File: src/rtl/chunked_adder_seq.sv
// Multi-cycle adder/subtractor: adds WIDTH-bit operands CHUNK bits per clock with a registered
// inter-chunk carry, valid/ready on both sides, registered sum/carry/overflow/zero results.
module chunked_adder_seq #(
  parameter int WIDTH = 32,
  parameter int CHUNK = 8
) (
  input  logic             clk,
  input  logic             rst_n,
  input  logic             in_valid,
  output logic             in_ready,
  input  logic [WIDTH-1:0] A,
  input  logic [WIDTH-1:0] B,
  input  logic             Pin,
  input  logic             SUB,
  output logic             out_valid,
  input  logic             out_ready,
  output logic [WIDTH-1:0] S,
  output logic             Pout,
  output logic             V,
  output logic             Z
);

  localparam int NCHUNK = WIDTH / CHUNK;
  localparam int IDXW   = (NCHUNK > 1) ? $clog2(NCHUNK) : 1;
  localparam logic [IDXW-1:0] LAST_IDX = IDXW'(NCHUNK - 1);

  typedef enum logic [1:0] {
    IDLE,
    CALC,
    DONE
  } state_t;

  state_t state, next_state;

  logic [WIDTH-1:0] a_reg;
  logic [WIDTH-1:0] be_reg;
  logic [WIDTH-1:0] work;
  logic             carry;
  logic [IDXW-1:0]  idx;

  logic [CHUNK-1:0] a_chunk;
  logic [CHUNK-1:0] b_chunk;
  logic [CHUNK:0]   chunk_sum;
  logic [WIDTH-1:0] work_next;
  logic             v_next;

  logic accept;
  logic last_chunk;
  logic retire;

  assign accept     = (state == IDLE) && in_valid && in_ready;
  assign last_chunk = (state == CALC) && (idx == LAST_IDX);
  assign retire     = (state == DONE) && out_ready;
  assign out_valid  = (state == DONE);

  // One chunk of the ripple: the slice selected by idx plus the carry left by the previous chunk
  always_comb begin
    a_chunk   = a_reg[int'(idx)*CHUNK +: CHUNK];
    b_chunk   = be_reg[int'(idx)*CHUNK +: CHUNK];
    chunk_sum = {1'b0, a_chunk} + {1'b0, b_chunk} + {{CHUNK{1'b0}}, carry};
    work_next = work;
    work_next[int'(idx)*CHUNK +: CHUNK] = chunk_sum[CHUNK-1:0];
    v_next    = (a_reg[WIDTH-1] == be_reg[WIDTH-1]) && (work_next[WIDTH-1] != a_reg[WIDTH-1]);
  end

  always_ff @(posedge clk or negedge rst_n) begin
    if (!rst_n) begin
      state <= IDLE;
    end else begin
      state <= next_state;
    end
  end

  always_comb begin
    next_state = state;
    unique case (state)
      IDLE: if (accept)     next_state = CALC;
      CALC: if (last_chunk) next_state = DONE;
      DONE: if (retire)     next_state = IDLE;
      default:              next_state = IDLE;
    endcase
  end

  // in_ready is registered so it stays low through reset and rises on the first edge after release
  always_ff @(posedge clk or negedge rst_n) begin
    if (!rst_n) begin
      in_ready <= 1'b0;
    end else begin
      in_ready <= (next_state == IDLE);
    end
  end

  always_ff @(posedge clk or negedge rst_n) begin
    if (!rst_n) begin
      a_reg  <= '0;
      be_reg <= '0;
      work   <= '0;
      carry  <= 1'b0;
      idx    <= '0;
    end else if (accept) begin
      a_reg  <= A;
      be_reg <= B ^ {WIDTH{SUB}};
      work   <= '0;
      carry  <= Pin ^ SUB;
      idx    <= '0;
    end else if (state == CALC) begin
      work  <= work_next;
      carry <= chunk_sum[CHUNK];
      if (!last_chunk) begin
        idx <= idx + IDXW'(1);
      end
    end
  end

  // Visible results only change when an operation completes, so they hold through IDLE
  always_ff @(posedge clk or negedge rst_n) begin
    if (!rst_n) begin
      S    <= '0;
      Pout <= 1'b0;
      V    <= 1'b0;
      Z    <= 1'b0;
    end else if (last_chunk) begin
      S    <= work_next;
      Pout <= chunk_sum[CHUNK];
      V    <= v_next;
      Z    <= ~|work_next;
    end
  end

endmodule

File: config.mk
export PLATFORM = sky130hd
export DESIGN_NAME = chunked_adder_seq
export DESIGN_NICKNAME = d
export VERILOG_FILES = /design/src/rtl/chunked_adder_seq.sv
export SDC_FILE = /design/constraint.sdc
export NUM_CORES = 1
export LEC_CHECK = 0
export CAP_MARGIN = 20
export CORE_ASPECT_RATIO = 0.75
export CORE_MARGIN = 1
export CORE_UTILIZATION = 57
export DETAILED_ROUTE_END_ITERATION = 8
export GPL_ROUTABILITY_DRIVEN = 0
export PLACE_DENSITY = 0.95
export SLEW_MARGIN = 15
export SYNTH_ARGS = -nofsm -noshare
export SYNTH_HDL_FRONTEND = slang
export SYNTH_SLANG_ARGS = --single-unit
File: constraint.sdc
create_clock -name clk -period 10.58 [get_ports clk]
set_clock_uncertainty 0.05 [all_clocks]
set_input_delay 2.116 -clock clk [delete_from_list [all_inputs] [get_ports clk]]
set_output_delay 2.116 -clock clk [all_outputs]
set_load 0.05 [all_outputs]
==> results.md <==
* Iter 0 DRT Violations at 457
* Synth area leaders: dfrtp_1, mux2_2, mux4_2
* First-pass DRT Iterations at 5
* Critical path required time at 10.84 ns
* Top_reg_cell synth: dfrtp_1
* Fmax at 238 MHz
* I/O pin cnt at 107
* Antenna viol nets, final at 0
* Register clock-pin slew on the reported worst setup and hold paths at 0.05 ns
* CTS tree: built
* Tot GR Track Use at 29.7%
* Cell Area, Placed at 7420 um2
* CORE AREA at 10,500 um2
* Status: complete, no violations
* Die Footprint at 11,500 um2
* Fin Setup TNS at 0 ns
* Die Ht at 93.2 um
* Cell Area, Synth at 6320 um2
* Slew headroom at 24.7%
* Pre-CTS WS at 6.45 ns
* Synth area leader: dfrtp_1
* Final setup vio count at 0
* Final WL at 15,400 um
* Critical Path Max Stage Delay at 0.63 ns
* Core Rows at 32
* Worst Setup End Kind: flip-flop
* Die Wd at 124 um
* Critical Path, Cell by Cell: buf_4 -> mux4_2 -> fa_1 -> fa_1 -> a211oi_2 -> o21bai_1 -> xnor2_1 -> a2111oi_0 -> and4b_1 -> a31o_1
* Grt total ovfl at 0
* Via count at 4,959
* Slowest CP cell: dfrtp_1
* CP Depth at 10
* Area growth syn-to-layout at 26.1%
* Post-synth ARST share at 100%
* Critical path class: flip-flop to flip-flop
* Antenna violations before repair at 0
* Final Hold Vio Count at 0
* Max Slew Vio Count at 0
* Worst-case reg-to-reg path depth at 10
* Worst setup slack after layout at 6.38 ns
* Top cell by count, worst path: fa_1
* RSZ-0062 raised after global routing: no
* Synth Warn # at 0
* Final #Nets at 743
* CTS Buffer Depth at 2
* CP Launch Type: flip-flop
* WL/cell at 19.1 um
* Final period util at 39.7%
* PortBufs at 106
* Hold Path Depth at 2
* Total clock sinks at 129
* Worst hold path class: flip-flop to flip-flop
* Setup Fix Bufs, Post-CTS at 0
* Syn avg cell area at 11.2 um2
* Register area share after synthesis at 51.1%
* Seq cells post-synth at 129
* Antenna cells at 0
* Synth Net Count at 650
* Worst-skew pair later-pin latency at 0.42 ns
* Fin area at 7970 um2
* Yosys top cell area share at 51.1%
* Util after Layout at 75.7%
* Tightest Pin Transition at 1.13 ns
* CP bufs+invs at 1
* Layout cells sized above 1 at 14.9%
* WP data arrival at 4.46 ns
* CP top delay family: compound AO/OA/AOI/OAI gates
* Hold_buf cts at 0
* Pin count of the biggest net entering global routing at 69
* Netlist cell types at 58
* Starting Density at 60.0%
* Htree depth at 4
* Vias in the first global route at 4,913
* Fin crit period at 4.20 ns
* Post-CTS sizing at 0
* DP Wirelength at 10,500 um
* MaxCap Viol Count at 0
* CTS Buf Count at 17
* Max FO, Critical Path at 18
* DR DRC count at 0
* Global-route wire length before repair at 25,200 um
* Clk root buf: clkbuf_16
* Post-synth EDFFs at 0
* Mapped Cells at 566
* Via density at 6.14
[metal layers]
layer	up-vias	track usage [%]	wire [um]
met3	38	6.71	1370
met1	2431	40.0	6230
li1	2207	-	-
met4	0	13.5	395
met5	-	0	0
met2	283	46.1	7400
[kinds of logic after synthesis]
| kind of cell | synth area share (%) |
|---|---|
| AO/OA/AOI/OAI | 14.9 |
| XOR/XNOR | 5.13 |
| adder cells (fa/ha/maj) | 3.01 |
| buffers and inverters | 2.75 |
| flip-flops | 51.1 |
| multiplexers | 11.6 |
| AND/OR/NAND/NOR | 11.6 |
[layout make-up]
type / count / area, um2
clock buffers: 25 / 495
clock inverters: 6 / 55.1
fillers: 624 / 2560
inverters: 4 / 15.0
multi-input cells: 397 / 2930
flip-flops and latches: 129 / 3230
well taps: 136 / 170
repair buffers: 110 / 1080
[synthesized netlist by cell type (all sizes together) (2+ instances only)]
cell type	instances
and2	2
nor2b	25
nor2	50
fa	2
o21ai	36
a21o	2
a21oi	62
a211o	2
and3	2
buf	18
a211oi	3
mux4	16
nor3	5
o31ai	2
or2b	2
mux2	33
nand3	3
o22ai	5
clkbuf	18
ha	12
and2b	2
a22o	27
or4b	2
nand2	42
xor2	3
nand2b	2
o21bai	2
a22oi	3
dfrtp	129
nor4	2
inv	4
or4	2
xnor2	34
[tightest hold or removal path, cell delays in order, from the launching register on]
cell and delay, ns:
dfrtp_1 0.34, nand2_1 0.05, o21ai_1 0.06
[through the flow]
stage          hold slack, ns  cells
2_1_floorplan           0.408    566
3_3_place_gp            0.412    776
3_5_place_dp            0.420    776
4_1_cts                 0.438    807
5_1_grt                 0.450    807
6_report                0.437    807
[final timing paths]
| check | start | end | slack [ns] |
|---|---|---|---|
| hold reg to reg | S[7]$_DFFE_PN0P_ | S[7]$_DFFE_PN0P_ | 0.44 |
| setup / recovery | idx[0]$_DFFE_PN0P_ | Z$_DFFE_PN0P_ | 6.38 |
| max in group asynchronous | rst_n | S[5]$_DFFE_PN0P_ | 7.46 |
| min in group asynchronous | rst_n | a_reg[12]$_DFFE_PN0P_ | 1.71 |
| setup reg to reg | idx[0]$_DFFE_PN0P_ | Z$_DFFE_PN0P_ | 6.38 |
| hold / removal | S[7]$_DFFE_PN0P_ | S[7]$_DFFE_PN0P_ | 0.44 |
[cells in the final DEF, fill, tap and decap left out, types with 3 or more instances in the layout]
master / netlist / layout
nand2_1: 41 / 41
clkinv_2: 0 / 5
o22ai_1: 5 / 5
xnor2_1: 34 / 34
nor2_1: 49 / 49
inv_1: 3 / 3
ha_1: 12 / 12
buf_4: 1 / 5
mux2_2: 33 / 33
clkdlybuf4s50_1: 0 / 104
clkbuf_16: 0 / 17
clkbuf_1: 18 / 4
mux4_2: 16 / 16
a22o_1: 25 / 25
a22oi_1: 3 / 3
nor3_1: 4 / 3
nor2b_1: 25 / 25
clkbuf_8: 0 / 4
o21ai_1: 6 / 6
xor2_1: 3 / 3
o21ai_0: 30 / 30
dfrtp_1: 129 / 129
a21oi_1: 62 / 62
Power is left out: the tool's default activity adds up to more than one toggle a clock period on the data nets, which glitch-free logic cannot reach.
